`config.mk`:
```
export PLATFORM = sky130hd
export DESIGN_NAME = pps_monitor
export DESIGN_NICKNAME = d
export VERILOG_FILES = /design/src/rtl/pps_monitor.sv
export SDC_FILE = /design/constraint.sdc
export NUM_CORES = 1
export LEC_CHECK = 0
export CORE_UTILIZATION = 51
export CTS_CLUSTER_SIZE = 20
export DETAILED_ROUTE_END_ITERATION = 8
export HOLD_SLACK_MARGIN = 0.02
export PLACE_DENSITY = 0.69
export SLEW_MARGIN = 20
export SYNTH_ARGS = -nofsm -noshare
export SYNTH_HDL_FRONTEND = slang
export SYNTH_SLANG_ARGS = --single-unit
```
`constraint.sdc`:
```
create_clock -name i_clk -period 20.3 [get_ports i_clk]
set_clock_uncertainty 0.05 [all_clocks]
set_input_delay 6.09 -clock i_clk [delete_from_list [all_inputs] [get_ports i_clk]]
set_output_delay 6.09 -clock i_clk [all_outputs]
set_load 0.02 [all_outputs]
```
`src/rtl/pps_monitor.sv`:
```
// -----------------------------------------------------------------------------
// pps_monitor
//
// Measures an external pulse-per-second input against the local clock and
// reports its health over a Wishbone slave port. The PPS is resynchronised,
// the interval between rising edges is counted in clock cycles, and each
// interval is classified against a programmable nominal period and tolerance.
// A small FSM (IDLE/ACQ/TRACK/LOCKED/LOST) tracks lock, missed pulses and
// out-of-tolerance periods.
//
// Optional feature:
//   PPS_MINMAX_EN  - when defined, min/max period tracking is compiled in
//                    (addresses 3/4). When undefined, those addresses read 0
//                    and writes to them have no effect.
//
// Ports:
//   i_clk          system clock (only clock)
//   i_reset        asynchronous active-high reset
//   i_pps          external PPS, asynchronous to i_clk
//   i_wb_cyc_stb   Wishbone cycle+strobe
//   i_wb_we        Wishbone write enable
//   i_wb_addr      register address (3 bits)
//   i_wb_data      write data
//   o_wb_ack       acknowledge, one cycle after each request
//   o_wb_stall     always 0
//   o_wb_data      registered read data, valid with o_wb_ack
//   o_locked       high while the FSM is in LOCKED
//   o_int          sticky event flag, cleared by a read of address 7
//
// Register map:
//   0 nominal (RW)     1 tolerance (RW)    2 last_period (RO)
//   3 min_period       4 max_period        (any write to 3/4 resets min/max)
//   5 miss_cnt (write clears)              6 bad_cnt (write clears)
//   7 status {26'h0, o_int, o_locked, 1'b0, state[2:0]} (read clears o_int)
//
// FSM state is externally visible through status register bits [2:0].
// -----------------------------------------------------------------------------
module pps_monitor #(
  parameter logic [31:0] CLOCK_FREQUENCY_HZ = 32'd100_000_000,
  parameter logic [31:0] DEFAULT_TOLERANCE  = 32'd1000
) (
  input  logic        i_clk,
  input  logic        i_reset,
  input  logic        i_pps,
  input  logic        i_wb_cyc_stb,
  input  logic        i_wb_we,
  input  logic [2:0]  i_wb_addr,
  input  logic [31:0] i_wb_data,
  output logic        o_wb_ack,
  output logic        o_wb_stall,
  output logic [31:0] o_wb_data,
  output logic        o_locked,
  output logic        o_int
);

  typedef enum logic [2:0] {
    ST_IDLE   = 3'd0,
    ST_ACQ    = 3'd1,
    ST_TRACK  = 3'd2,
    ST_LOCKED = 3'd3,
    ST_LOST   = 3'd4
  } state_t;

  localparam logic [31:0] ALL_ONES = 32'hFFFF_FFFF;

  // ---------------------------------------------------------------------------
  // PPS synchroniser and registered rising-edge detector.
  // i_pps rise -> meta (1) -> sync (2) -> edge_q (3 cycles).
  // ---------------------------------------------------------------------------
  logic pps_meta_q, pps_sync_q, pps_dly_q, edge_q;

  always_ff @(posedge i_clk or posedge i_reset) begin
    if (i_reset) begin
      pps_meta_q <= 1'b0;
      pps_sync_q <= 1'b0;
      pps_dly_q  <= 1'b0;
      edge_q     <= 1'b0;
    end else begin
      pps_meta_q <= i_pps;
      pps_sync_q <= pps_meta_q;
      pps_dly_q  <= pps_sync_q;
      edge_q     <= pps_sync_q & ~pps_dly_q;
    end
  end

  // ---------------------------------------------------------------------------
  // Registers
  // ---------------------------------------------------------------------------
  state_t      state_q, state_d;
  logic [31:0] ctr_q, ctr_d;
  logic [31:0] nominal_q, nominal_d;
  logic [31:0] tol_q, tol_d;
  logic [31:0] last_q, last_d;
  logic [31:0] miss_q, miss_d;
  logic [31:0] bad_q, bad_d;
  logic        int_q, int_d;
  logic        ack_q;
  logic [31:0] rdata_q, rdata_d;
  logic [31:0] min_rd, max_rd;

  // ---------------------------------------------------------------------------
  // Period measurement and classification
  // ---------------------------------------------------------------------------
  logic [31:0]        period;
  logic signed [32:0] diff;
  logic [32:0]        abs_diff;
  logic [32:0]        limit;
  logic               good;
  logic               timeout;

  always_comb begin
    // r_ctr counts cycles since the last edge pulse, so the interval is r_ctr+1.
    // Clamp so a saturated counter does not wrap to a tiny period.
    period   = (ctr_q == ALL_ONES) ? ALL_ONES : ctr_q + 32'd1;
    diff     = $signed({1'b0, period}) - $signed({1'b0, nominal_q});
    abs_diff = diff[32] ? 33'(-diff) : 33'(diff);
    good     = abs_diff <= {1'b0, tol_q};
    limit    = {1'b0, nominal_q} + {1'b0, tol_q};
    // >= rather than == so that lowering nominal/tolerance mid-interval
    // cannot let the counter step past the limit unnoticed.
    timeout  = {1'b0, ctr_q} >= limit;
  end

  // ---------------------------------------------------------------------------
  // FSM next-state and event generation
  // ---------------------------------------------------------------------------
  logic meas;      // edge measured in ACQ/TRACK/LOCKED
  logic bad_evt;
  logic miss_evt;
  logic int_set;

  always_comb begin
    state_d  = state_q;
    meas     = 1'b0;
    bad_evt  = 1'b0;
    miss_evt = 1'b0;
    case (state_q)
      ST_IDLE: begin
        if (edge_q) state_d = ST_ACQ;
      end
      ST_ACQ, ST_TRACK, ST_LOCKED: begin
        if (edge_q) begin
          meas = 1'b1;
          if (good) begin
            state_d = (state_q == ST_ACQ) ? ST_TRACK : ST_LOCKED;
          end else begin
            state_d = ST_ACQ;
            bad_evt = 1'b1;
          end
        end else if (timeout) begin
          state_d  = ST_LOST;
          miss_evt = 1'b1;
        end
      end
      ST_LOST: begin
        // The edge ending a lost interval is not a meaningful period.
        if (edge_q) state_d = ST_ACQ;
      end
      default: state_d = ST_IDLE;
    endcase
    int_set = miss_evt | bad_evt |
              ((state_q == ST_LOCKED) != (state_d == ST_LOCKED));
  end

  // ---------------------------------------------------------------------------
  // Wishbone: a request is any cycle with i_wb_cyc_stb high. The slave never
  // stalls, so every request is accepted the cycle it is presented and is
  // answered by o_wb_ack exactly one cycle later, with o_wb_data valid in that
  // same ack cycle. Back-to-back requests therefore give back-to-back acks.
  // ---------------------------------------------------------------------------
  logic wr, rd;
  assign wr = i_wb_cyc_stb & i_wb_we;
  assign rd = i_wb_cyc_stb & ~i_wb_we;

  always_comb begin
    nominal_d = nominal_q;
    tol_d     = tol_q;
    if (wr && i_wb_addr == 3'd0) nominal_d = i_wb_data;
    if (wr && i_wb_addr == 3'd1) tol_d     = i_wb_data;

    ctr_d = edge_q ? 32'd0 : ((ctr_q == ALL_ONES) ? ctr_q : ctr_q + 32'd1);

    last_d = meas ? period : last_q;

    // A clear coincident with an increment leaves the counter at 1.
    miss_d = miss_q;
    if (wr && i_wb_addr == 3'd5) miss_d = miss_evt ? 32'd1 : 32'd0;
    else if (miss_evt && miss_q != ALL_ONES) miss_d = miss_q + 32'd1;

    bad_d = bad_q;
    if (wr && i_wb_addr == 3'd6) bad_d = bad_evt ? 32'd1 : 32'd0;
    else if (bad_evt && bad_q != ALL_ONES) bad_d = bad_q + 32'd1;

    // A new event wins over a simultaneous read-clear.
    int_d = int_q;
    if (int_set) int_d = 1'b1;
    else if (rd && i_wb_addr == 3'd7) int_d = 1'b0;

    rdata_d = rdata_q;
    if (rd) begin
      case (i_wb_addr)
        3'd0:    rdata_d = nominal_q;
        3'd1:    rdata_d = tol_q;
        3'd2:    rdata_d = last_q;
        3'd3:    rdata_d = min_rd;
        3'd4:    rdata_d = max_rd;
        3'd5:    rdata_d = miss_q;
        3'd6:    rdata_d = bad_q;
        default: rdata_d = {26'h0, int_q, o_locked, 1'b0, state_q};
      endcase
    end
  end

  always_ff @(posedge i_clk or posedge i_reset) begin
    if (i_reset) begin
      state_q   <= ST_IDLE;
      ctr_q     <= 32'd0;
      nominal_q <= CLOCK_FREQUENCY_HZ;
      tol_q     <= DEFAULT_TOLERANCE;
      last_q    <= 32'd0;
      miss_q    <= 32'd0;
      bad_q     <= 32'd0;
      int_q     <= 1'b0;
      ack_q     <= 1'b0;
      rdata_q   <= 32'd0;
    end else begin
      state_q   <= state_d;
      ctr_q     <= ctr_d;
      nominal_q <= nominal_d;
      tol_q     <= tol_d;
      last_q    <= last_d;
      miss_q    <= miss_d;
      bad_q     <= bad_d;
      int_q     <= int_d;
      ack_q     <= i_wb_cyc_stb;
      rdata_q   <= rdata_d;
    end
  end

  // ---------------------------------------------------------------------------
  // Optional min/max period tracking
  // ---------------------------------------------------------------------------
`ifdef PPS_MINMAX_EN
  logic [31:0] min_q, min_d, max_q, max_d;

  always_comb begin
    min_d = min_q;
    max_d = max_q;
    if (wr && (i_wb_addr == 3'd3 || i_wb_addr == 3'd4)) begin
      min_d = ALL_ONES;
      max_d = 32'd0;
    end
    // Applied after the reset so a same-cycle period is not lost.
    if (meas && (state_q == ST_TRACK || state_q == ST_LOCKED)) begin
      if (period < min_d) min_d = period;
      if (period > max_d) max_d = period;
    end
  end

  always_ff @(posedge i_clk or posedge i_reset) begin
    if (i_reset) begin
      min_q <= ALL_ONES;
      max_q <= 32'd0;
    end else begin
      min_q <= min_d;
      max_q <= max_d;
    end
  end

  assign min_rd = min_q;
  assign max_rd = max_q;
`else
  assign min_rd = 32'd0;
  assign max_rd = 32'd0;
`endif

  assign o_wb_ack   = ack_q;
  assign o_wb_stall = 1'b0;
  assign o_wb_data  = rdata_q;
  assign o_locked   = (state_q == ST_LOCKED);
  assign o_int      = int_q;

endmodule
```
==> results of run 1 <==
## cells in the final DEF (no fill, tap or decap), drive strengths merged, types with 52 or more instances in the layout
master         netlist  routed
a21o                56      56
o21ai              227     227
inv                123     123
mux2i               52      52
dfrtp              215     215
ha                 132     132
nand2              261     261
a21oi              118     118
nor2               151     151
clkdlybuf4s50        0      73
nand3               64      64
xnor2               73      73
## worst paths after layout
path	endpoint	cells past startpoint
setup / recovery	bad_q[13]$_DFFE_PP0P_	29
hold / removal	pps_sync_q$_DFF_PP0_	0
setup reg to reg	bad_q[13]$_DFFE_PP0P_	29
hold reg to reg	pps_sync_q$_DFF_PP0_	0
max in group asynchronous	ctr_q[28]$_DFFE_PP0P_	3
min in group asynchronous	miss_q[6]$_DFFE_PP0P_	2
## stage by stage
stage | setup WS, ns | cells | util [%] | power [mW] | cell area, µm²
CTS | 10.96 | 2562 | 58.5 | 1.99 | 19200
global placement | 10.75 | 2513 | 55.8 | 1.46 | 18300
finish | 10.85 | 2562 | 58.5 | 2.00 | 19200
detailed placement | 10.59 | 2513 | 55.8 | 1.49 | 18300
floorplan | 7.80 | 2072 | - | 1.23 | 17200
global route | 10.33 | 2562 | 58.5 | 2.13 | 19200
## routing by layer
layer	vias up	global-route usage (%)	part of all wire, %
met5	-	0	0
met4	0	5.05	1.5
met3	45	2.17	6.3
met2	503	47.4	45
met1	7579	44.1	47
li1	7441	-	-
## synthesized netlist by cell type (7+ instances only)
master / number / area [µm²]
dfrtp_1: 215 / 5380
o21ai_0: 215 / 1080
a21oi_1: 116 / 581
nand2_1: 261 / 980
o211ai_1: 10 / 75.1
o21a_1: 11 / 82.6
a221oi_1: 28 / 245
nor2b_1: 18 / 113
nor4_1: 8 / 50.1
o21bai_1: 10 / 75.1
clkbuf_1: 73 / 274
inv_1: 123 / 462
or3_1: 20 / 125
a31o_2: 9 / 78.8
buf_2: 8 / 40.0
and2_1: 34 / 213
xor2_1: 50 / 438
ha_1: 132 / 1650
nand3_1: 64 / 320
and4_1: 8 / 70.1
a21o_1: 56 / 420
o21ai_1: 11 / 55.1
buf_1: 7 / 26.3
nor2_1: 150 / 563
o31ai_1: 23 / 173
nor3_1: 34 / 170
mux2i_1: 52 / 521
xnor2_1: 73 / 639
and3_1: 35 / 219
dfstp_2: 18 / 473
nand2b_1: 20 / 125
nand4_1: 49 / 307
a211oi_1: 24 / 180
## registers in the layout, summed over array words and instances, names as in the netlist
name	cells
bad_q	32
ctr_q	32
last_q	32
miss_q	32
nominal_q	32
o_wb_data	32
tol_q	32
state_q	3
edge_q	1
o_int	1
o_wb_ack	1
pps_dly_q	1
pps_meta_q	1
pps_sync_q	1
## final cells by class
| class | count | area (µm²) | share of cell area, % |
|---|---|---|---|
| flip-flops and latches | 233 | 5850 | 30.4 |
| multi-input cells | 1626 | 10600 | 55.2 |
| well taps | 442 | 553 | 2.88 |
| inverters | 123 | 469 | 2.44 |
| clock buffers | 34 | 742 | 3.86 |
| clock inverters | 15 | 160 | 0.833 |
| repair buffers | 89 | 848 | 4.41 |
## worst max-delay path: cells and delay by family (launching register included)
| family | cells | cell delay, ns |
|---|---|---|
| XOR/XNOR | 1 | 0.11 |
| buffers and inverters | 1 | 0.09 |
| flip-flops | 1 | 0.43 |
| AND/OR/NAND/NOR | 14 | 4.53 |
| AO/OA/AOI/OAI | 11 | 3.54 |
| adder cells (fa/ha/maj) | 2 | 0.62 |
## kinds of logic (layout without fill, tap and decap cells)
kind of cell / count (synthesis) / count (layout) / share of synthesized area (%)
xor+xnor: 123 / 123 / 6.25
other cells: 1 / 1 / 0.0218
flops: 233 / 233 / 34.0
fa+ha+maj: 134 / 134 / 9.81
mux: 57 / 57 / 3.35
compound gates: 571 / 571 / 20.9
simple gates: 740 / 740 / 21.0
buf+inv: 213 / 261 / 4.74
## power by group through the flow
stage / sequential (mW) / combinational [mW] / clock [mW]
2_1_floorplan: 0.616 / 0.619 / 0
3_3_place_gp: 0.646 / 0.815 / 0
3_5_place_dp: 0.648 / 0.842 / 0
4_1_cts: 0.640 / 0.849 / 0.502
5_1_grt: 0.652 / 0.960 / 0.522
6_report: 0.646 / 0.859 / 0.496
==> summary.md, run 1 <==
| Metric | Value |
|---|---|
| Status | completed |
| Final setup violating endpoints | 0 |
| PortBufs | 74 |
| Chip height | 186 µm |
| Worst-path fanout max | 30 |
| Largest stage delay on the critical path | approximately 0.66 ns |
| Crit path launch | ctr_q[2]$_DFFE_PP0P_ |
| Cell Rows | 66 |
| Final Cycle Share | a little under half |
| Final ANT Viol Nets | 0 |
| Number of synthesized flops with an enable pin | 0 |
| Avg Cell Area, Syn | approximately 8.3 µm² |
| Clock power share | about a quarter |
| Ys Warns | 0 |
| Drt via density | around 6.1 |
| PostCTS Resize Cnt | 0 |
| Clk sink count | around 230 |
| CTS root buf | clkbuf_16 |
| RSZ-0062 raised after global routing | false |
| Chip Width | about 190 µm |
| Maximum vdd ir drop | roughly 0.059 mV |
| Antenna violations before repair | 0 |
| Final Net Count | between 2000 and 2500 |
| Syn Inst Count | a little over 2000 |
| All-Layer GR Usage | between 20% and 30% |
| Ys async rst share | 100% |
| Fin Setup TNS | 0 ns |
| Initial core utilization | between 50% and 60% |
| #FFs+latches synth | between 200 and 250 |
| Clk_lat worst skew | between 0.5 and 0.6 ns |
| Crit Path Class | reg2reg |
| H-tree Lvls | 1 |
| DR vias | between 15000 and 20000 |
| Routed wire length per instance | 19.7 µm |
| Grt ovf | 0 |
| Area Growth Syn to Fin | 11.6% |
| Die footprint | ~35000 µm² |
| R2r setup slk | between 10 and 15 ns |
| Layout cells sized above 1 | between 6 and 7% |
| Startpoint type of the worst setup path | flop |
| Worst-Margin Slew | 1.02 ns |
| Max Freq | ~0.11 GHz |
| Comb pwr share | a little over two fifths |
| Period minus WS final | roughly 9.4 ns |
| Max-cap viol count | 0 |
| Final Hold Vio Count | 0 |
| Vias in the first global route | 14600 |
| Crit path DAT | between 9 and 10 ns |
| Part of the power in registers | roughly 32% |
| DRC | 0 |
| Pin count of the biggest net entering global routing | 113 |
| N_diodes | 0 |
| Post-DP HPWL | just under 40000 µm |
| Distinct cells, synth | 86 |
| CTS clk-pin slew, worst paths | 0.06 ns |
| Fillers | ~3000 |
| Max-slew headroom | between 30% and 40% |
| Netlist Area Pre-Place | approximately 17000 µm² |
| Switching pwr | just over 0.8 mW |
| Register area share after synthesis | approximately a third |
| Placer Congestion | just over 0.9 |
| Main flop type after synthesis | dfrtp_1 |
| Global-route wire length before repair | between 70000 and 80000 µm |
| Sw frac | 40.4% |
| Mapped Nets | ~2200 |
| Num CTS Buffers | 27 |
| PwrDens | around 100 nW/µm² |
| Lkg Pwr | between 8 and 9 nW |
| Slew Limit Fails | 0 |
| I/O pins | 76 |
| Hold WC Path Type | reg2reg |
| Slowest CP cell | a21oi_4 |
| DRT iter0 DRCs | ~1200 |
| Worst hold slack | 0.302 ns |
| Reg-to-reg startpoint | ctr_q[2]$_DFFE_PP0P_ |
| Nature of the critical path endpoint | flop |
| Hold buffers post-CTS | 0 |
| First-pass iteration count of the detailed router | 5 |
| CTS tree | yes |
| Post-CTS setup repair buffer count | 0 |
| Hold_sp | pps_meta_q$_DFF_PP0_ |
| Deepest clock path buffer count | 3 |
| Worst endpoint required time | 20.71 ns |
| CORE AREA | ~33000 µm² |
| Routed wire length | between 50000 and 60000 µm |
| Internal power | ~1.2 mW |
Power figures use the tool's default switching activity.
==> run 2, diff against run 1 <==
--- a/config.mk
+++ b/config.mk
@@ -9,7 +9,7 @@
 export CTS_CLUSTER_SIZE = 20
 export DETAILED_ROUTE_END_ITERATION = 8
 export HOLD_SLACK_MARGIN = 0.02
-export PLACE_DENSITY = 0.69
+export PLACE_DENSITY = 0.72
 export SLEW_MARGIN = 20
 export SYNTH_ARGS = -nofsm -noshare
 export SYNTH_HDL_FRONTEND = slang
==> constraint.sdc (replaced) <==
create_clock -name i_clk -period 8 [get_ports i_clk]
set_clock_uncertainty 0.05 [all_clocks]
set_input_delay 2.4 -clock i_clk [delete_from_list [all_inputs] [get_ports i_clk]]
set_output_delay 2.4 -clock i_clk [all_outputs]
set_load 0.02 [all_outputs]
==> run 2 against run 1 <==
Effect of this change: sequential power increased to 2.5 times the previous value; worst setup slack got worse by 10 ns; largest power group unchanged; routed wire length increased by 3.3%; non-clock buffer count increased by 22; global-route usage increased by 0.90 points; via count increased by 1.8%; register-to-register slack got worse by 10 ns; cell area increased by 2.1%; die area unchanged.
==> summary.md, run 2 (same netlist as run 1, synthesis figures left out) <==
| Metric | Value |
|---|---|
| Global-route wire length before repair | 81900 µm (was 80000 µm) |
| Nature of the critical path endpoint | flop (unchanged) |
| Cell Rows | 66 (unchanged) |
| Max-cap viol count | 0 (unchanged) |
| DRC | 0 (unchanged) |
| Antenna violations before repair | 0 (unchanged) |
| I/O pins | 76 (unchanged) |
| R2r setup slk | 0.41 ns (was 10.85 ns) |
| Area Growth Syn to Fin | 13.9% (was 11.6%) |
| DR vias | 15900 (was 15600) |
| Drt via density | 6.14 (was 6.08) |
| Pin count of the biggest net entering global routing | 125 (was 113) |
| Chip height | 186 µm (unchanged) |
| Cells after DPL | 2530 (was 2513) |
| Crit Path Class | reg2reg (unchanged) |
| PwrDens | 267 nW/µm² (was 104 nW/µm²) |
| N_diodes | 0 (unchanged) |
| Startpoint type of the worst setup path | flop (unchanged) |
| All-Layer GR Usage | 30.5% (was 29.6%) |
| Status | completed (unchanged) |
| H-tree Lvls | 1 (unchanged) |
| Initial core utilization | 52.5% (unchanged) |
| Worst endpoint required time | 8.36 ns (was 20.71 ns) |
| Vias in the first global route | 15100 (was 14600) |
| CTS root buf | clkbuf_16 (unchanged) |
| Num CTS Buffers | 26 (was 27) |
| Post-Layout Cell Count | 2583 (was 2562) |
| Slew Limit Fails | 0 (unchanged) |
| Final setup violating endpoints | 0 (unchanged) |
| Layout cells sized above 1 | 8.03% (was 6.23%) |
| Placer Congestion | 0.965 (was 0.915) |
| CTS clk-pin slew, worst paths | 0.07 ns (was 0.06 ns) |
| Period minus WS final | 7.59 ns (was 9.45 ns) |
| CORE AREA | 32900 µm² (unchanged) |
| Fillers | 2957 (was 3008) |
| Largest stage delay on the critical path | 0.45 ns (was 0.66 ns) |
| Routed wire length per instance | 20.2 µm (was 19.7 µm) |
| Worst-Margin Slew | 0.983 ns (was 1.02 ns) |
| Post-route total power | 5.24 mW (was 2.00 mW) |
| Most frequent CP cell | nand4_1 |
| Final ANT Viol Nets | 0 (unchanged) |
| Worst-path fanout max | 30 (unchanged) |
| Die footprint | 34500 µm² (unchanged) |
| DRT iter0 DRCs | 1403 (was 1195) |
| Maximum vdd ir drop | 0.141 mV (was 0.0593 mV) |
| Post-DP HPWL | 39600 µm (was 38800 µm) |
| First-pass iteration count of the detailed router | 6 (was 5) |
| Max-slew headroom | 34.3% (was 31.7%) |
| Grt ovf | 0 (unchanged) |
| Final Hold Vio Count | 0 (unchanged) |
| Clk sink count | 233 (unchanged) |
| Chip Width | 186 µm (unchanged) |
| Hold buffers post-CTS | 0 (unchanged) |
| Max Freq | 0.132 GHz (was 0.106 GHz) |
| Clk_lat worst skew | 0.54 ns (was 0.53 ns) |
| Commonest non-fill, non-tap cells in the layout | nand2_1 (261), dfrtp_1 (215), o21ai_0 (214), nor2_1 (147), ha_1 (132) (was nand2_1 (261), o21ai_0 (215), dfrtp_1 (215), nor2_1 (148), ha_1 (132)) |
| Crit path DAT | 7.95 ns (was 9.86 ns) |
| Slowest CP cell | a211o_4 (was a21oi_4) |
| Hold WC Path Type | reg2reg (unchanged) |
| Routed wire length | 52200 µm (was 50500 µm) |
| Commonest non-fill, non-tap cell in the layout | nand2_1 (unchanged) |
| PortBufs | 74 (unchanged) |
| Final Net Count | 2295 (was 2274) |
| Lkg Pwr | 8.97 nW (was 8.81 nW) |
| Final Cycle Share | 94.8% (was 46.6%) |
| CTS tree | yes (unchanged) |
| Deepest clock path buffer count | 3 (unchanged) |
## run 2: cell types whose count changed in the layout (fill, tap and decap cells not counted), sizes merged
| cell | before | now |
|---|---|---|
| buf | 16 | 38 |
| clkinv | 11 | 4 |
| clkbuf | 34 | 31 |
| clkinvlp | 1 | 7 |
| bufinv | 3 | 6 |
## run 2: metal layers
| metal | up-vias | part of all wire [%] | track usage (%) |
|---|---|---|---|
| met3 | 80 | 7.3 | 2.90 |
| li1 | 7496 | - | - |
| met5 | - | 0 | 0 |
| met2 | 606 | 45 | 48.9 |
| met1 | 7668 | 45 | 44.0 |
| met4 | 0 | 2.5 | 8.00 |
## run 2: layout make-up
| class | count | area, µm² | area share [%] |
|---|---|---|---|
| Multi-Input combinational cell | 1626 | 10800 | 54.8 |
| Sequential cell | 233 | 5850 | 29.8 |
| Timing Repair Buffer | 111 | 1030 | 5.24 |
| Clock buffer | 31 | 711 | 3.62 |
| Tap cell | 442 | 553 | 2.82 |
| Inverter | 123 | 465 | 2.37 |
| Clock inverter | 17 | 265 | 1.35 |
## run 2: path summary, 6_finish.rpt
kind                                       from                        end  depth (start not counted)
setup / recovery           ctr_q[0]$_DFFE_PP0P_      bad_q[29]$_DFFE_PP0P_                         31
hold / removal             pps_meta_q$_DFF_PP0_       pps_sync_q$_DFF_PP0_                          0
setup reg to reg           ctr_q[0]$_DFFE_PP0P_      bad_q[29]$_DFFE_PP0P_                         31
hold reg to reg            pps_meta_q$_DFF_PP0_       pps_sync_q$_DFF_PP0_                          0
max in group asynchronous               i_reset  o_wb_data[25]$_DFFE_PP0P_                          3
min in group asynchronous               i_reset      miss_q[2]$_DFFE_PP0P_                          2
## run 2: where the power goes
group | internal, mW | switching (mW) | total, mW
sequential | 1.38 | 0.246 | 1.63
combinational | 0.938 | 1.32 | 2.26
clock | 0.834 | 0.524 | 1.36
total | 3.15 | 2.09 | 5.24
## run 2: worst max-delay path: cells and delay by family, from the launching register on
kind,cells,cell delay [ns]
simple gates,12,2.95
compound gates,11,2.21
fa+ha+maj,3,0.88
buf+inv,3,0.60
flops,1,0.42
mux,1,0.17
xor+xnor,1,0.15
## run 2: per-stage QoR
stage / setup slack (ns) / setup TNS, ns / hold slack, ns / util (%) / instance area [µm²]
floorplan: 1.04 / 0 / 0.281 / - / 17200
global placement: -0.119 / -0.619 / 0.285 / 56.2 / 18500
detailed placement: -0.330 / -4.78 / 0.285 / 56.2 / 18500
CTS: 0.0344 / 0 / 0.292 / 59.2 / 19500
global route: -0.0575 / -0.154 / 0.312 / 59.7 / 19600
finish: 0.414 / 0 / 0.289 / 59.7 / 19600
## run 2: timing repair
item,4_1_cts,5_1_grt
gates resized for setup,5,27
pin swaps,0,2
buffers inserted,0,5
setup endpoints to repair,34,35
==> run 3, diff against run 2 <==
--- a/config.mk
+++ b/config.mk
@@ -9,7 +9,7 @@
 export CTS_CLUSTER_SIZE = 20
 export DETAILED_ROUTE_END_ITERATION = 8
 export HOLD_SLACK_MARGIN = 0.02
-export PLACE_DENSITY = 0.72
+export PLACE_DENSITY = 0.69
 export SLEW_MARGIN = 20
 export SYNTH_ARGS = -nofsm -noshare
 export SYNTH_HDL_FRONTEND = slang
==> constraint.sdc (replaced) <==
create_clock -name i_clk -period 9.6 [get_ports i_clk]
set_clock_uncertainty 0.05 [all_clocks]
set_input_delay 2.88 -clock i_clk [delete_from_list [all_inputs] [get_ports i_clk]]
set_output_delay 2.88 -clock i_clk [all_outputs]
set_load 0.02 [all_outputs]
==> run 3 against run 2 <==
Effect of this change: via count down 1.2%; fmax shrank 13%; worst setup slack gained 0.43 ns; first-iteration DRC count down 17%; highest routed layer unchanged; clock-buffer cell count is 12 higher; sequential share of layout area up 0.61 points; total power is 20% lower.
==> summary.md, run 3 (same netlist as run 1, synthesis figures left out) <==
| Metric | Value |
|---|---|
| Period minus WS final | 8.75 ns (was 7.59 ns) |
| All-Layer GR Usage | 30.3% (was 30.5%) |
| Slew Limit Fails | 0 (unchanged) |
| Commonest non-fill, non-tap cells in the layout | nand2_1 (261), o21ai_0 (215), dfrtp_1 (215), nor2_1 (148), ha_1 (132) (was nand2_1 (261), dfrtp_1 (215), o21ai_0 (214), nor2_1 (147), ha_1 (132)) |
| Maximum vdd ir drop | 0.118 mV (was 0.141 mV) |
| Pin count of the biggest net entering global routing | 98 (was 125) |
| Part of the power in registers | 32.1% (was 31.0%) |
| Final ANT Viol Nets | 0 (unchanged) |
| Layout cells sized above 1 | 6.12% (was 8.03%) |
| PwrDens | 219 nW/µm² (was 267 nW/µm²) |
| Sw frac | 40.5% (was 39.9%) |
| Largest stage delay on the critical path | 0.63 ns (was 0.45 ns) |
| Slowest CP cell | a21oi_4 (was a211o_4) |
| Clock power share | 24.5% (was 25.9%) |
| PostCTS Resize Cnt | 0 (was 5) |
| H-tree Lvls | 1 (unchanged) |
| DRC | 0 (unchanged) |
| Internal power | 2.51 mW (was 3.15 mW) |
| PortBufs | 74 (unchanged) |
| Final Hold Vio Count | 0 (unchanged) |
| Final setup violating endpoints | 0 (unchanged) |
| First-pass iteration count of the detailed router | 5 (was 6) |
| CTS tree | yes (unchanged) |
| Comb pwr share | 43.4% (was 43.1%) |
| Worst hold slack | 0.319 ns (was 0.289 ns) |
| Grt ovf | 0 (unchanged) |
| Clk_lat worst skew | 0.56 ns (was 0.54 ns) |
| Worst-Margin Slew | 0.949 ns (was 0.983 ns) |
| Crit path DAT | 9.19 ns (was 7.95 ns) |
| Final Cycle Share | 91.2% (was 94.8%) |
| Commonest non-fill, non-tap cell in the layout | nand2_1 (unchanged) |
| Placer Congestion | 0.943 (was 0.965) |
| Global-route wire length before repair | 81000 µm (was 81900 µm) |
| Startpoint type of the worst setup path | flop (unchanged) |
| Deepest clock path buffer count | 3 (unchanged) |
| Lkg Pwr | 8.81 nW (was 8.97 nW) |
| Fillers | 2961 (was 2957) |
| Final Net Count | 2277 (was 2295) |
| Nature of the critical path endpoint | flop (unchanged) |
| Fin Setup TNS | 0 ns (unchanged) |
| Worst-path fanout max | 30 (unchanged) |
| Chip Width | 186 µm (unchanged) |
| Routed wire length per instance | 20.2 µm (about the same) |
| Max-cap viol count | 0 (unchanged) |
| Area Growth Syn to Fin | 11.6% (was 13.9%) |
| Max-slew headroom | 36.8% (was 34.3%) |
| N_diodes | 0 (unchanged) |
| Crit Path Class | reg2reg (unchanged) |
| Die footprint | 34500 µm² (unchanged) |
| Drt via density | 6.10 (was 6.14) |
| CTS root buf | clkbuf_16 (unchanged) |
| Vias in the first global route | 14600 (was 15100) |
| Post-CTS setup repair buffer count | 0 (unchanged) |
| Switching pwr | 1.70 mW (was 2.09 mW) |
| Initial core utilization | 52.5% (unchanged) |
| DR vias | 15700 (was 15900) |
| Hold WC Path Type | reg2reg (unchanged) |
| Num CTS Buffers | 27 (was 26) |
| Max Freq | 0.114 GHz (was 0.132 GHz) |
| Post-DP HPWL | 39800 µm (was 39600 µm) |
| Cell Rows | 66 (unchanged) |
| CTS clk-pin slew, worst paths | 0.06 ns (was 0.07 ns) |
| Hold buffers post-CTS | 0 (unchanged) |
| CORE AREA | 32900 µm² (unchanged) |
| Chip height | 186 µm (unchanged) |
| R2r setup slk | 0.85 ns (was 0.41 ns) |
| Clk sink count | 233 (unchanged) |
| Worst endpoint required time | 10.03 ns (was 8.36 ns) |
| RSZ-0062 raised after global routing | false |
| Routed wire length | 51900 µm (was 52200 µm) |
| Status | completed (unchanged) |
| DRT iter0 DRCs | 1170 (was 1403) |
| I/O pins | 76 (unchanged) |
| Antenna violations before repair | 0 (unchanged) |
[run 3: changes by cell type in the layout (fill, tap and decap cells not counted), moves of 2 or more]
cell and delta:
a211oi_1 +2, a21oi_1 +6, a21oi_2 -5, buf_4 -18, bufinv_16 -5, clkbuf_1 +6, clkbuf_8 +6, clkinv_2 +2
clkinv_4 -3, clkinvlp_4 -6, nor4_1 +2
[run 3: area by class of cell]
type / count / area, µm² / share of cell area, %
repair buffers: 92 / 875 / 4.55
clock inverters: 7 / 70.1 / 0.364
clock buffers: 43 / 816 / 4.24
inverters: 123 / 469 / 2.44
well taps: 442 / 553 / 2.87
flip-flops and latches: 233 / 5850 / 30.4
multi-input cells: 1626 / 10600 / 55.1
[run 3: power groups by stage]
stage               sequential (mW)  combinational (mW)  clock (mW)
floorplan                      1.30                1.31           0
global placement               1.35                1.75           0
detailed placement             1.36                1.79           0
CTS                            1.34                1.80        1.04
global route                   1.37                2.02        1.08
finish                         1.35                1.83        1.03
[run 3: worst paths after layout]
check | start | endpoint | cells past startpoint
setup / recovery | ctr_q[0]$_DFFE_PP0P_ | bad_q[13]$_DFFE_PP0P_ | 30
hold / removal | pps_sync_q$_DFF_PP0_ | pps_dly_q$_DFF_PP0_ | 0
setup reg to reg | ctr_q[0]$_DFFE_PP0P_ | bad_q[13]$_DFFE_PP0P_ | 30
hold reg to reg | pps_sync_q$_DFF_PP0_ | pps_dly_q$_DFF_PP0_ | 0
max in group asynchronous | i_reset | bad_q[24]$_DFFE_PP0P_ | 3
min in group asynchronous | i_reset | miss_q[6]$_DFFE_PP0P_ | 2
[run 3: metal layers]
layer  up-vias  routed length, µm  track usage (%)
li1       7471                  -                -
met1      7583              24300             44.4
met2       541              23100             47.7
met3        62               3420             2.93
met4         0               1140             7.51
met5         -                  0                0
[run 3: stage by stage]
step | cell area [µm²] | setup WS, ns | power [mW] | util, % | std cells
after global placement | 18400 | 1.18 | 3.10 | 55.8 | 2516
after CTS | 19200 | 0.947 | 4.19 | 58.5 | 2566
final | 19200 | 0.848 | 4.21 | 58.5 | 2566
after floorplan | 17200 | 0.310 | 2.61 | - | 2072
after global routing | 19200 | 0.00491 | 4.47 | 58.5 | 2566
after detailed placement | 18400 | 0.987 | 3.15 | 55.8 | 2516
[run 3: critical path, delay by kind of cell, from the launching register on]
kind            cells  cell delay, ns
buf+inv             1            0.08
flops               1            0.42
simple gates       17            4.79
compound gates      6            2.07
fa+ha+maj           4            0.98
xor+xnor            2            0.28
